===== config.mk =====
export PLATFORM = sky130hd
export DESIGN_NAME = ahb_sram_slave
export DESIGN_NICKNAME = d
export VERILOG_FILES = /design/src/rtl/ahb_pkg.sv /design/src/rtl/ahb_lane_dec.sv /design/src/rtl/ahb_sram_slave.sv
export SDC_FILE = /design/constraint.sdc
export NUM_CORES = 1
export LEC_CHECK = 0
export CAP_MARGIN = 10
export CORE_MARGIN = 1.5
export CORE_UTILIZATION = 39
export DETAILED_ROUTE_END_ITERATION = 8
export PLACE_DENSITY = 0.91
export SYNTH_ARGS = -nofsm -noshare
export SYNTH_HDL_FRONTEND = slang
export SYNTH_SLANG_ARGS = --single-unit

===== constraint.sdc =====
create_clock -name HCLK -period 2.95 [get_ports HCLK]
set_input_delay 0.295 -clock HCLK [delete_from_list [all_inputs] [get_ports HCLK]]
set_output_delay 0.295 -clock HCLK [all_outputs]
set_load 0.005 [all_outputs]

===== src/rtl/ahb_pkg.sv =====
// Shared AHB-Lite definitions for the SRAM slave: transfer/size encodings,
// response codes and the slave's FSM state encoding.
package ahb_pkg;

  typedef enum logic [1:0] {
    HTRANS_IDLE   = 2'b00,
    HTRANS_BUSY   = 2'b01,
    HTRANS_NONSEQ = 2'b10,
    HTRANS_SEQ    = 2'b11
  } htrans_t;

  typedef enum logic [2:0] {
    HSIZE_BYTE  = 3'd0,
    HSIZE_HALF  = 3'd1,
    HSIZE_WORD  = 3'd2,
    HSIZE_DWORD = 3'd3
  } hsize_t;

  localparam logic HRESP_OKAY  = 1'b0;
  localparam logic HRESP_ERROR = 1'b1;

  // ST_DROP completes an error-class transfer as OKAY when error
  // responses are compiled out.
  typedef enum logic [2:0] {
    ST_IDLE    = 3'd0,
    ST_WAIT    = 3'd1,
    ST_WR      = 3'd2,
    ST_RD_REQ  = 3'd3,
    ST_RD_DATA = 3'd4,
    ST_ERR1    = 3'd5,
    ST_ERR2    = 3'd6,
    ST_DROP    = 3'd7
  } sram_state_t;

  // SEQ is handled exactly like NONSEQ: both request a transfer.
  function automatic logic htrans_active(input logic [1:0] htrans);
    return (htrans == HTRANS_NONSEQ) || (htrans == HTRANS_SEQ);
  endfunction

endpackage


===== src/rtl/ahb_lane_dec.sv =====
// Byte-lane decoder: turns the low address bits and HSIZE into active-low
// byte enables, and flags misaligned or over-wide accesses.
module ahb_lane_dec
  import ahb_pkg::*;
#(
  parameter int DATA_W = 32
) (
  input  logic [$clog2(DATA_W/8)-1:0] addr_lo,
  input  logic [2:0]                  size,
  output logic [DATA_W/8-1:0]         ben_n,
  output logic                        misalign,
  output logic                        oversize
);

  localparam int LANES = DATA_W / 8;
  localparam int LB    = $clog2(LANES);

  // A lane is covered when its index matches the address above the size bits.
  genvar gi;
  generate
    for (gi = 0; gi < LANES; gi++) begin : g_lane
      localparam logic [LB-1:0] IDX = LB'(gi);
      assign ben_n[gi] = ((IDX >> size) != (addr_lo >> size));
    end
  endgenerate

  // Any set address bit below the transfer size is a misalignment.
  always_comb begin
    oversize = (int'(size) > LB);
    misalign = 1'b0;
    for (int i = 0; i < LB; i++) begin
      if ((i < int'(size)) && addr_lo[i]) misalign = 1'b1;
    end
  end

endmodule


===== src/rtl/ahb_sram_slave.sv =====
// AHB-Lite slave in front of a synchronous single-port SRAM with
// LATENCY programmable wait states. Define AHB_SRAM_ERR_EN to get
// two-cycle ERROR responses for out-of-range/misaligned/over-wide
// transfers; otherwise those transfers complete OKAY, writes are
// dropped and reads return zero.
module ahb_sram_slave
  import ahb_pkg::*;
#(
  parameter int DATA_W    = 32,
  parameter int MEM_BYTES = 2**22,
  parameter int LATENCY   = 2
) (
  input  logic                HCLK,
  input  logic                HRESETn,
  input  logic                HSEL,
  input  logic [31:0]         HADDR,
  input  logic [1:0]          HTRANS,
  input  logic                HWRITE,
  input  logic [2:0]          HSIZE,
  input  logic                HREADY,
  input  logic [DATA_W-1:0]   HWDATA,
  output logic [DATA_W-1:0]   HRDATA,
  output logic                HREADYOUT,
  output logic                HRESP,
  output logic                sram_cen,
  output logic                sram_wen,
  output logic [DATA_W/8-1:0] sram_ben,
  output logic [31:0]         sram_addr,
  output logic [DATA_W-1:0]   sram_din,
  input  logic [DATA_W-1:0]   sram_dout
);

  localparam int LANES = DATA_W / 8;
  localparam int LB    = $clog2(LANES);
  localparam logic [32:0] MEM_LIMIT = 33'(MEM_BYTES);

  sram_state_t          state_q, state_d;
  logic [2:0]           cnt_q, cnt_d;
  logic [31:0]          addr_q, addr_d;
  logic                 write_q, write_d;
  logic [LANES-1:0]     ben_q, ben_d;
  logic [DATA_W-1:0]    hrdata_q, hrdata_d;

  logic [LANES-1:0]     lane_ben;
  logic                 misalign;
  logic                 oversize;
  logic                 xfer_err;
  logic                 ready_state;
  logic                 accept;

  ahb_lane_dec #(.DATA_W(DATA_W)) u_lane_dec (
    .addr_lo  (HADDR[LB-1:0]),
    .size     (HSIZE),
    .ben_n    (lane_ben),
    .misalign (misalign),
    .oversize (oversize)
  );

  // Address-phase qualification and error classification.
  always_comb begin
    ready_state = (state_q == ST_IDLE) || (state_q == ST_WR) ||
                  (state_q == ST_RD_DATA) || (state_q == ST_ERR2) ||
                  (state_q == ST_DROP);
    accept   = ready_state && HSEL && HREADY && htrans_active(HTRANS);
    xfer_err = ({1'b0, HADDR} >= MEM_LIMIT) || misalign || oversize;
  end

  // Next-state logic: walk the data phase, then take a new address phase.
  always_comb begin
    state_d  = state_q;
    cnt_d    = cnt_q;
    addr_d   = addr_q;
    write_d  = write_q;
    ben_d    = ben_q;
    hrdata_d = hrdata_q;

    case (state_q)
      ST_WAIT: begin
        if (cnt_q == 3'd0) state_d = write_q ? ST_WR : ST_RD_REQ;
        else               cnt_d   = cnt_q - 3'd1;
      end
      ST_RD_REQ:  state_d = ST_RD_DATA;
      ST_ERR1:    state_d = ST_ERR2;
      default:    state_d = ST_IDLE;
    endcase

    if (state_q == ST_RD_DATA) hrdata_d = sram_dout;
    if ((state_q == ST_DROP) && !write_q) hrdata_d = '0;

    if (accept) begin
      addr_d  = {HADDR[31:LB], {LB{1'b0}}};
      write_d = HWRITE;
      ben_d   = lane_ben;
      if (xfer_err) begin
`ifdef AHB_SRAM_ERR_EN
        state_d = ST_ERR1;
`else
        state_d = ST_DROP;
`endif
      end else if (LATENCY > 0) begin
        state_d = ST_WAIT;
        cnt_d   = 3'(LATENCY - 1);
      end else begin
        state_d = HWRITE ? ST_WR : ST_RD_REQ;
      end
    end
  end

  // State registers; reset drops any transfer in flight.
  always_ff @(posedge HCLK or negedge HRESETn) begin
    if (!HRESETn) begin
      state_q  <= ST_IDLE;
      cnt_q    <= '0;
      addr_q   <= '0;
      write_q  <= 1'b0;
      ben_q    <= '1;
      hrdata_q <= '0;
    end else begin
      state_q  <= state_d;
      cnt_q    <= cnt_d;
      addr_q   <= addr_d;
      write_q  <= write_d;
      ben_q    <= ben_d;
      hrdata_q <= hrdata_d;
    end
  end

  // Bus and SRAM outputs decoded from the current state.
  always_comb begin
    HREADYOUT = !((state_q == ST_WAIT) || (state_q == ST_RD_REQ) ||
                  (state_q == ST_ERR1));
`ifdef AHB_SRAM_ERR_EN
    HRESP = ((state_q == ST_ERR1) || (state_q == ST_ERR2)) ? HRESP_ERROR : HRESP_OKAY;
`else
    HRESP = HRESP_OKAY;
`endif
    sram_cen  = !((state_q == ST_WR) || (state_q == ST_RD_REQ));
    sram_wen  = !(state_q == ST_WR);
    sram_ben  = sram_cen ? '1 : ben_q;
    sram_addr = addr_q;
    sram_din  = (state_q == ST_WR) ? HWDATA : '0;
    if (state_q == ST_RD_DATA)                    HRDATA = sram_dout;
    else if ((state_q == ST_DROP) && !write_q)    HRDATA = '0;
    else                                          HRDATA = hrdata_q;
  end

endmodule


### After elaboration in Yosys (flattened, before gate mapping)

Cells that the tools add are included.

* $add $sub $neg: 1
* magnitude comparators: 4
* equal/unequal tests: 14
* shift operators: 5
* mux-type cells: 17
* reduce and logical (&&, ||, !) cells: 23

Operator list (count)
* two-way mux 32 bit: 5
* >= comparator 32 x 23 -> 1 bit, second input constant: 1
* two-way mux 3 bit: 7
* equality test 3 bit, second input constant: 4
* logical OR 1 bit: 10
* one-hot mux 3 bit (3 select lines): 1
* != test 2 bit: 4
* equality test 3 x 2 -> 1 bit, second input constant: 2
* logical AND 1 bit: 6
* logical NOT 3 bit: 2
* less-than comparator 1 x 3 -> 1 bit, first input constant: 2
* right shift 1 x 3 -> 2 bit, first input constant: 2
* right shift 2 x 3 -> 2 bit, first input constant: 2
* equality test 2 bit, second input constant: 2
* logical NOT 1 bit: 4
* two-way mux 4 bit: 1
* equality test 3 x 1 -> 1 bit, second input constant: 1
* > comparator 3 x 2 -> 1 bit, second input constant: 1
* two-way mux 1 bit: 3
* != test 3 bit, second input constant: 1
* right shift 2 x 3 -> 2 bit: 1
* subtractor 3 x 1 -> 3 bit, second input constant: 1
* nonzero test 2 bit: 1

* flip-flop bits (word level): 73
* bits of input ports: 106
* output and inout port bits: 104
* word-level logic and storage cells: 70

### Longest topological paths before layout

* word-level depth: 9
* depth in mapped cells: 6
* depth with buffers taken out: 6

### Hierarchy

From an unflattened synthesis, not the netlist that was laid out.

* cells, all modules: 284
* area total of the unflattened synthesis: 3484.6 um^2

Modules (own cells, without submodules)
* ahb_sram_slave: instances 1, cells each 272, area an instance 3414.5 um^2, sequential area each 1831.8 um^2
* ahb_lane_dec: instances 1, cells each 12, area an instance 70.1 um^2, sequential area each 0.0 um^2

### Worst setup path before layout

No wires, ideal clock.

* kind: reg2out
* start point: register state_q[1]
* end point: output HRDATA[0]
* arrival: 1.281 ns
* required time: 2.655 ns
* slack: 1.374 ns
* cell stages (with the launch flop): 6
* path buffers: 1
* cells stage by stage: dfrtp_1 > nand2_1 > nor2_1 > o21ai_2 > clkbuf_1 > a22o_1

* word-level cells in the longest chain between the ends: 4

RTL lines
* from (decl): line ahb_sram_slave.sv:37 `sram_state_t state_q, state_d;`
* from (signal assigned): line ahb_sram_slave.sv:119 `state_q <= state_d;`
* equality test 3 bit: line ahb_sram_slave.sv:143 `else if ((state_q == ST_DROP) && !write_q) HRDATA = '0;`
* logical AND 1 bit: line ahb_sram_slave.sv:143
* two-way mux 32 bit: line ahb_sram_slave.sv:143
* two-way mux 32 bit *: line ahb_sram_slave.sv:142 `if (state_q == ST_RD_DATA) HRDATA = sram_dout;`
* to (decl): line ahb_sram_slave.sv:22 `output logic [DATA_W-1:0] HRDATA,`

Every way passes the cells marked *; elsewhere a longest branch is shown, timed or not.

### Worst setup path in the final report

* start point: register state_q[2]
* end point: output HRDATA[23]

The elaborated chain is that of the path after synthesis.

==> out/summary.txt <==
status: finished clean
minimum clock period: 2540 ps
Clock Sinks: 73
sequential fraction of the synthesis area: 52.7%
FF/Latch Area: 1830 sq um
gr usage total: 20.4%
hold depth: 2
antenna cells: 0
Final ANT Viol Nets: 0
post-route total power: 5.14 mW
Final Cell Area: 5850 sq um
Seq cells post-synth: 73
CP required: 2650 ps
leading area contributor after synthesis: dfrtp_1
initial core utilization: 40.1%
final non-filler cell total: 667
via count: 3287
Synth top cells by count: 100 x nand2_1, 69 x dfrtp_1, 64 x a22o_1
Setup Skew: 12.6 ps
die span in x: 97.4 um
async set-reset flop share out of synthesis: 100%
CTS Buf Count: 9
Final period util: 86.2%
pins over their slew limit: 0
Post-Synthesis Cells: 354
largest net degree at the start of global routing: 65
DRC errors left: 0
drt first pass iters: 4
setup bufs post-CTS: 0
DP HPWL: 7220 um
mapped cell area: 3480 sq um
Startpoint Class: flop
GPL Wtd Cong: 0.768
cell row count: 34
final setup violation count: 0
die footprint: 9490 sq um
share of cells above drive strength 1: 6.26%
CTS max path bufs: 2
Reg clk slew, reported paths: 80 ps
final net count: 662
dominant synthesized flop cell: dfrtp_1
syn avg cell area: 9.82 sq um
HP Class: reg -> reg
fillers: 656
Peak VDD IR: 437 uV
area delta synth->final: 68.2%
FMAX: 393 MHz
worst skew pair latency: 330 ps
total negative slack: 0 ps
Core Region: 8680 sq um
CTS tree: built
cells on worst reg2reg path: 5
Clock Tree Root: clkbuf_8
critical path arrival: 2250 ps
vias in the first global route: 3273
Final Hold Fails: 0
area occupied by multi-input gates: 1480 sq um
CP Capture Type: output port
crit-path max FO: 64
first-pass GRT wire length: 15800 um
dpl cells: 650
Slew HR: 61.5%
I/O Pins: 210
Synth cell types: 33
Crit Path Class: reg -> out
Leak Pwr: 2.66 nW
I/O Buffers: 205
cells taking the most area after synthesis: dfrtp_1 50%, a22o_1 16%, nand2_1 11%
PD cells: 879 nW/um^2
DR vias/cell: 4.93
RSZ-0062 raised after global routing: no
initial antenna violation count: 0
top-count cell post-synth: nand2_1
WL final: 9670 um
YS warnings: 0
Congestion Overflow GR: 0
Die H: 97.4 um
EDFF count, synth: 0
Initial DRC Count: 71
# H-tree levels: 3
post-DR wirelength/cell: 14.5 um
Yosys top cell area share: 49.7%
actual slew at the worst max-slew pin: 577 ps
Post-DP Area: 5590 sq um
Max-Cap Viols: 0
[per-stage QoR]
stage / setup WS, ps / util (%) / hold WS (ps)
final: 408 / 67.4 / 461
after detailed placement: 780 / 64.4 / 322
after CTS: 375 / 67.4 / 459
after floorplan: 1370 / - / -0.591
after global placement: 827 / 64.4 / 312
after global routing: 264 / 67.4 / 462
[what timing repair did]
action | 4_1_cts | 5_1_grt
gates resized for setup | 0 | 0
endpoints found under the hold margin | 24 | 0
hold buffers | 1 | 0
[flip-flops by register name (all words and copies together), names as in the netlist]
name       count
hrdata_q      32
cnt_q          3
state_q        3
ben_q          4
sram_addr     30
write_q        1
[path summary, 6_finish.rpt]
kind / start / endpoint / slack [ps]
worst max-delay path: state_q[2] / HRDATA[23] / 410
worst min-delay path: ben_q[3] / ben_q[3] / 460
worst max register to register: state_q[0] / ben_q[3] / 1340
worst min register to register: ben_q[3] / ben_q[3] / 460
max in group asynchronous: HRESETn / ben_q[3] / 1630
min in group asynchronous: HRESETn / hrdata_q[11] / 480
[worst max-delay path, cell delays in order (launching register included)]
cell and delay [ps]:
dfrtp_1 500, nor2b_1 230, nor2b_4 190, buf_12 250, a22o_1 200, clkdlybuf4s50_1 500
[cells by family after synthesis]
| family | Yosys count | synth area share, % |
|---|---|---|
| fa+ha+maj | 2 | 0.720 |
| simple gates | 160 | 21.2 |
| other cells | 1 | 0.108 |
| flops | 73 | 52.7 |
| mux | 1 | 0.324 |
| compound gates | 82 | 19.2 |
| buf+inv | 34 | 5.51 |
| xor+xnor | 1 | 0.252 |
[routing by layer]
metal / vias to the layer above / wire, um / track usage [%]
li1: 1604 / - / -
met1: 1542 / 4150 / 25.8
met2: 128 / 4730 / 33.9
met3: 13 / 611 / 5.32
met4: 0 / 180 / 7.03
met5: - / 0 / 0
[final cells by class]
| type | count | share of cell area (%) |
|---|---|---|
| Clock buffer | 9 | 2.12 |
| Clock inverter | 7 | 2.14 |
| Sequential cell | 73 | 31.3 |
| Multi-Input combinational cell | 249 | 25.2 |
| Tap cell | 108 | 2.31 |
| Timing Repair Buffer | 214 | 36.4 |
| Inverter | 7 | 0.449 |
[placed cells by master (no fill, tap or decap), types with 4 or more instances in the layout]
cell type	instances
a22o_1	64
and2_1	32
buf_4	7
clkbuf_8	9
clkdlybuf4s50_1	204
dfrtp_1	69
dfstp_2	4
inv_1	7
nand2_1	100
nand2b_1	6
nor2_1	8
o21ai_0	9
[where the power goes]
part	internal, mW	leakage [nW]	total [mW]	switching (mW)
registers	1.47	0.906	1.74	0.276
logic	1.57	1.63	2.45	0.882
clock network	0.570	0.124	0.947	0.377
No activity file was read; power rests on OpenSTA's default activity.
